### src/rtl/clk_gen_pkg.sv
// Shared definitions for the multi-channel clock divider: state encoding,
// default field width and the period/high-time sanitiser.
package clk_gen_pkg;

    localparam int unsigned DIV_W_DEF = 8;

    typedef enum logic {
        ST_IDLE = 1'b0,
        ST_RUN  = 1'b1
    } chan_state_e;

    typedef struct packed {
        logic [31:0] p;
        logic [31:0] h;
    } div_cfg_t;

    // P = max(div, 2); H clamped to 1..P-1 so the output always toggles.
    function automatic div_cfg_t sanitise(input logic [31:0] d, input logic [31:0] h);
        div_cfg_t r;
        r.p = (d < 32'd2) ? 32'd2 : d;
        if (h < 32'd1) begin
            r.h = 32'd1;
        end else if (h > r.p - 32'd1) begin
            r.h = r.p - 32'd1;
        end else begin
            r.h = h;
        end
        return r;
    endfunction

endpackage

### src/rtl/clk_div_chan.sv
// One divider channel: IDLE/RUN control, period counter, latched P/H and
// registered clk_out/tick/active.
module clk_div_chan
    import clk_gen_pkg::*;
#(
    parameter int unsigned DIV_W = DIV_W_DEF
) (
    input  logic             clk_in,
    input  logic             rst,
    input  logic             en,
    input  logic             sync,
    input  logic [DIV_W-1:0] div,
    input  logic [DIV_W-1:0] hi,
    output logic             clk_out,
    output logic             tick,
    output logic             active
);

    chan_state_e      state_q, state_d;
    logic [DIV_W-1:0] cnt_q, cnt_d;
    logic [DIV_W-1:0] pl_q, pl_d;
    logic [DIV_W-1:0] hl_q, hl_d;
    logic [DIV_W-1:0] cnt_inc;
    logic             clk_d, tick_d, active_d;
    logic             last;
    div_cfg_t         cfg;
    logic             cfg_unused;

    assign cfg        = sanitise(32'(div), 32'(hi));
    assign cfg_unused = ^{cfg.p[31:DIV_W], cfg.h[31:DIV_W]};
    assign cnt_inc    = cnt_q + DIV_W'(1);
    assign last       = (cnt_q == pl_q - DIV_W'(1));

    // Start (from IDLE, at a boundary, or on sync) takes priority over counting.
    always_comb begin
        state_d  = state_q;
        cnt_d    = cnt_q;
        pl_d     = pl_q;
        hl_d     = hl_q;
        clk_d    = clk_out;
        tick_d   = 1'b0;
        active_d = active;
        if (en && (sync || state_q == ST_IDLE || last)) begin
            state_d  = ST_RUN;
            cnt_d    = '0;
            pl_d     = cfg.p[DIV_W-1:0];
            hl_d     = cfg.h[DIV_W-1:0];
            clk_d    = 1'b1;
            tick_d   = 1'b1;
            active_d = 1'b1;
        end else if (state_q == ST_RUN) begin
            if (last) begin
                state_d  = ST_IDLE;
                cnt_d    = '0;
                clk_d    = 1'b0;
                active_d = 1'b0;
            end else begin
                cnt_d = cnt_inc;
                clk_d = (cnt_inc < hl_q);
            end
        end
    end

    always_ff @(posedge clk_in) begin
        if (rst) begin
            state_q <= ST_IDLE;
            cnt_q   <= '0;
            pl_q    <= DIV_W'(2);
            hl_q    <= DIV_W'(1);
            clk_out <= 1'b0;
            tick    <= 1'b0;
            active  <= 1'b0;
        end else begin
            state_q <= state_d;
            cnt_q   <= cnt_d;
            pl_q    <= pl_d;
            hl_q    <= hl_d;
            clk_out <= clk_d;
            tick    <= tick_d;
            active  <= active_d;
        end
    end

endmodule

### src/rtl/clk_div_gen.sv
// Multi-channel programmable clock divider; N_CH independent channels sharing
// clk_in, rst and the phase-align sync pulse.
module clk_div_gen
    import clk_gen_pkg::*;
#(
    parameter int unsigned N_CH  = 4,
    parameter int unsigned DIV_W = DIV_W_DEF
) (
    input  logic                  clk_in,
    input  logic                  rst,
    input  logic [N_CH-1:0]       en,
    input  logic [N_CH*DIV_W-1:0] div,
    input  logic [N_CH*DIV_W-1:0] hi,
    input  logic                  sync,
    output logic [N_CH-1:0]       clk_out,
    output logic [N_CH-1:0]       tick,
    output logic [N_CH-1:0]       active
);

    for (genvar c = 0; c < int'(N_CH); c++) begin : g_ch
        clk_div_chan #(
            .DIV_W(DIV_W)
        ) u_chan (
            .clk_in (clk_in),
            .rst    (rst),
            .en     (en[c]),
            .sync   (sync),
            .div    (div[c*DIV_W +: DIV_W]),
            .hi     (hi[c*DIV_W +: DIV_W]),
            .clk_out(clk_out[c]),
            .tick   (tick[c]),
            .active (active[c])
        );
    end

endmodule

### config.mk
export PLATFORM = sky130hd
export DESIGN_NAME = clk_div_gen
export DESIGN_NICKNAME = d
export VERILOG_FILES = /design/src/rtl/clk_gen_pkg.sv /design/src/rtl/clk_div_chan.sv /design/src/rtl/clk_div_gen.sv
export SDC_FILE = /design/constraint.sdc
export NUM_CORES = 1
export LEC_CHECK = 0
export CORE_UTILIZATION = 55
export CTS_BUF_LIST = sky130_fd_sc_hd__clkbuf_16
export DETAILED_ROUTE_END_ITERATION = 12
export PLACE_DENSITY = 0.87
export RECOVER_POWER = 50
export SYNTH_ARGS = -nofsm -noshare
export SYNTH_HDL_FRONTEND = slang
export SYNTH_SLANG_ARGS = --single-unit
### constraint.sdc
create_clock -name clk_in -period 4.58 [get_ports clk_in]
set_input_delay 0.916 -clock clk_in [delete_from_list [all_inputs] [get_ports clk_in]]
set_output_delay 0.916 -clock clk_in [all_outputs]
set_load 0.01 [all_outputs]
==> results.py <==
metrics = {
    "floorplan": {
        "fp-row-count": 43,
        "initial_utilization": 0.568,
        "die-area_mm2": 0.0149,
        "core-area_mm2": 0.0139,
        "io_pins": 83,
        "fp.dieW_um": 122,
        "fp.dieH_um": 122,
    },
    "sta": {
        "finClkSkew_ns": 0.00905,
        "rsz0062_at_grt": "false",
        "relSlewSlack": 0.390,
        "finalSetupViolations": 0,
        "slew_viol_final": 0,
        "hold_viol_final": 0,
        "finalSetupTns_ns": 0,
        "fin_crit_ns": 4.27,
        "max_freq_mhz": 234,
        "tightest_slew_ns": 0.915,
        "fin_crit_sh": 0.933,
    },
    "clocking": {
        "cts_htree_levels": 3,
        "cts_inserted_buffers": 9,
        "clock_latency_ns": 0.36,
        "cts_tree": "done",
        "path_clk_slew_ns": 0.07,
        "cts_resized": 0,
        "cts-root-buf": "clkbuf_16",
        "clk_path_buf_depth": 2,
        "cts.sinks": 112,
        "cts_hold_buffers": 0,
        "post_cts_buffers": 0,
    },
    "placed_design": {
        "io_buffers": 82,
        "dpl.hpwl_um": 13700,
        "dp.cells": 1176,
        "place_congestion": 0.945,
        "placed_area_mm2": 0.00878,
    },
    "finish": {
        "nFillCells": 1187,
        "instances_no_fill": 1191,
        "fin_area_mm2": 0.00900,
        "drive_gt1_frac": 0.0574,
        "antenna_cells": 0,
        "nets": 1149,
        "syn2layout_area_growth_pct": 13.8,
    },
    "routing": {
        "wl_um": 17900,
        "vias_per_cell": 5.85,
        "drt_iter0_drc": 496,
        "vias": 6966,
        "drc_errors": 0,
        "final_antenna_net_count": 0,
        "drt_pass1_iterations": 5,
        "wl_per_cell_um": 15.0,
    },
    "yosys": {
        "synth_nets": 1091,
        "yosys_warnings": 0,
        "synth_cell_types": 71,
        "ys_ff_latch": 112,
        "synth_edf_count": 0,
        "synthCells": 949,
        "yosysSeqAreaShare": 0.283,
        "synth_flop_cell": "dfxtp_1",
        "syn_avg_cell_area_um2": 8.34,
        "async_flop_share": 0,
        "syn_area_mm2": 0.00791,
    },
    "global_routing": {
        "grt_pass1_vias": 6718,
        "grt_overflow": 0,
        "gr-usage-all-layers": 0.255,
        "antenna_found_initial": 0,
        "grt_max_degree": 41,
        "grt_pass1_wl_um": 30400,
    },
    "worst_setup_path": {
        "crit_required_ns": 4.83,
        "start_kind": "input port",
        "cp_max_fo": 16,
        "slowest_delay_ns": 0.58,
        "critPathArrivalTime_ns": 4.53,
        "crit_path_end_kind": "flop",
        "crit_slowest_cell": "or4_1",
        "path_class": "input port to flop",
        "rr_worst_depth": 9,
        "crit_chain": "clkdlybuf4s50_1 > or4_1 > nor3_2 > inv_1 > o21ai_0 > ha_1 > inv_1 > or3_1 > xor2_1 > ha_1 > nand4_1 > a21oi_1 > o21ai_2 > o21ai_0 > a32o_1",
    },
    "pwr": {
        "vdd_drop_max_mv": 0.190,
        "p_per_area_mw_per_mm2": 266,
        "leakage_nw": 3.77,
    },
    "min_path": {
        "holdPathStages": 2,
        "min_path_type": "flop to flop",
    },
    "flow_run": {
        "drv_cap": 0,
    },
    "status": {
        "status": "finished clean",
    },
}
==> kinds of logic (layout without fill, tap and decap cells) <==
kind of cell	Yosys count	count (layout)	synth area share
buffers and inverters	115	177	0.0697
adder cells (fa/ha/maj)	71	71	0.112
XOR/XNOR	86	86	0.0952
multiplexers	45	45	0.0584
flip-flops	112	112	0.283
AO/OA/AOI/OAI	214	214	0.182
AND/OR/NAND/NOR	306	306	0.199
==> power by group <==
group	total (mW)	switching (mW)	leakage (nW)	internal (mW)
logic	0.599	0.317	2.72	0.282
registers	1.09	0.0512	0.920	1.03
clock network	0.711	0.352	0.133	0.360
==> layout by cell type (no fill, tap or decap), drive strengths merged, types with 41 or more instances in the layout <==
master	instances
dfxtp	112
nor2	89
ha	71
clkdlybuf4s50	69
inv	61
a21oi	58
nand2	55
xor2	45
o21ai	44
xnor2	41
==> cell type report <==
cell class | count | area (um^2) | share of cell area
multi-input cells | 722 | 5100 | 0.566
flip-flops and latches | 112 | 2240 | 0.249
clock inverters | 6 | 31.3 | 0.00347
clock buffers | 9 | 225 | 0.0250
inverters | 60 | 225 | 0.0250
repair buffers | 102 | 955 | 0.106
well taps | 180 | 225 | 0.0250
==> registers in the layout, summed over array words and instances, names as in the netlist <==
register / flops
g_ch.u_chan.tick: 4
g_ch.u_chan.clk_out: 4
g_ch.u_chan.cnt_q: 32
g_ch.u_chan.active: 4
g_ch.u_chan.state_q: 4
g_ch.u_chan.pl_q: 32
g_ch.u_chan.hl_q: 32
==> per-layer routing <==
layer / track usage / up-vias / part of all wire
li1: - / 3497 / -
met1: 0.317 / 3233 / 0.46
met2: 0.436 / 201 / 0.48
met3: 0.0403 / 35 / 0.046
met4: 0.104 / 0 / 0.021
met5: 0 / - / 0
==> worst max-delay path: cells and delay by family <==
| family | cells | cell delay (ns) |
|---|---|---|
| simple gates | 4 | 1.15 |
| compound gates | 5 | 1.21 |
| fa+ha+maj | 2 | 0.52 |
| xor+xnor | 1 | 0.20 |
| buf+inv | 3 | 0.52 |
==> metrics by stage <==
step / setup WS (ns) / total power [mW] / utilization / hold WS [ns]
2_1_floorplan: 0.462 / 1.52 / - / 0.442
3_5_place_dp: -0.0501 / 1.71 / 0.630 / 0.459
4_1_cts: 0.327 / 2.42 / 0.648 / 0.476
3_3_place_gp: 0.101 / 1.69 / 0.630 / 0.454
5_1_grt: 0.0291 / 2.53 / 0.646 / 0.499
6_report: 0.307 / 2.40 / 0.646 / 0.475
==> cells in the mapped netlist (all sizes together), types with 3 or more instances <==
library cell,count,area share
dfxtp,112,0.28
nor2,89,0.042
ha,71,0.11
a21oi,58,0.037
inv,58,0.028
nand2,55,0.026
xor2,45,0.050
o21ai,44,0.029
xnor2,41,0.045
mux2i,36,0.046
buf,32,0.030
nor3,30,0.022
nand3,24,0.015
clkbuf,23,0.011
nor2b,16,0.013
o211ai,16,0.016
nand4,15,0.012
and3,13,0.010
nor4,13,0.014
a21o,10,0.0095
and2,10,0.0079
nand2b,10,0.0089
mux2,9,0.013
o31ai,9,0.0098
a22oi,8,0.0076
a31oi,8,0.0063
or2,8,0.0063
o21a,7,0.0076
o22ai,7,0.0055
o32ai,7,0.0077
a32o,6,0.0076
o2111ai,6,0.0066
or3,6,0.0047
or4,6,0.0057
a211oi,4,0.0038
a21boi,4,0.0038
nor3b,4,0.0038
nand3b,3,0.0028
==> path summary, 6_finish.rpt <==
| path | slack [ns] | start | endpoint |
|---|---|---|---|
| min | 0.47 | g_ch[2].u_chan.active | g_ch[2].u_chan.active |
| max reg2reg | 1.38 | g_ch[1].u_chan.pl_q[0] | g_ch[1].u_chan.hl_q[5] |
| max | 0.31 | div[12] | g_ch[1].u_chan.hl_q[5] |
| min reg2reg | 0.47 | g_ch[2].u_chan.active | g_ch[2].u_chan.active |
(Power assumes the default switching activity.)
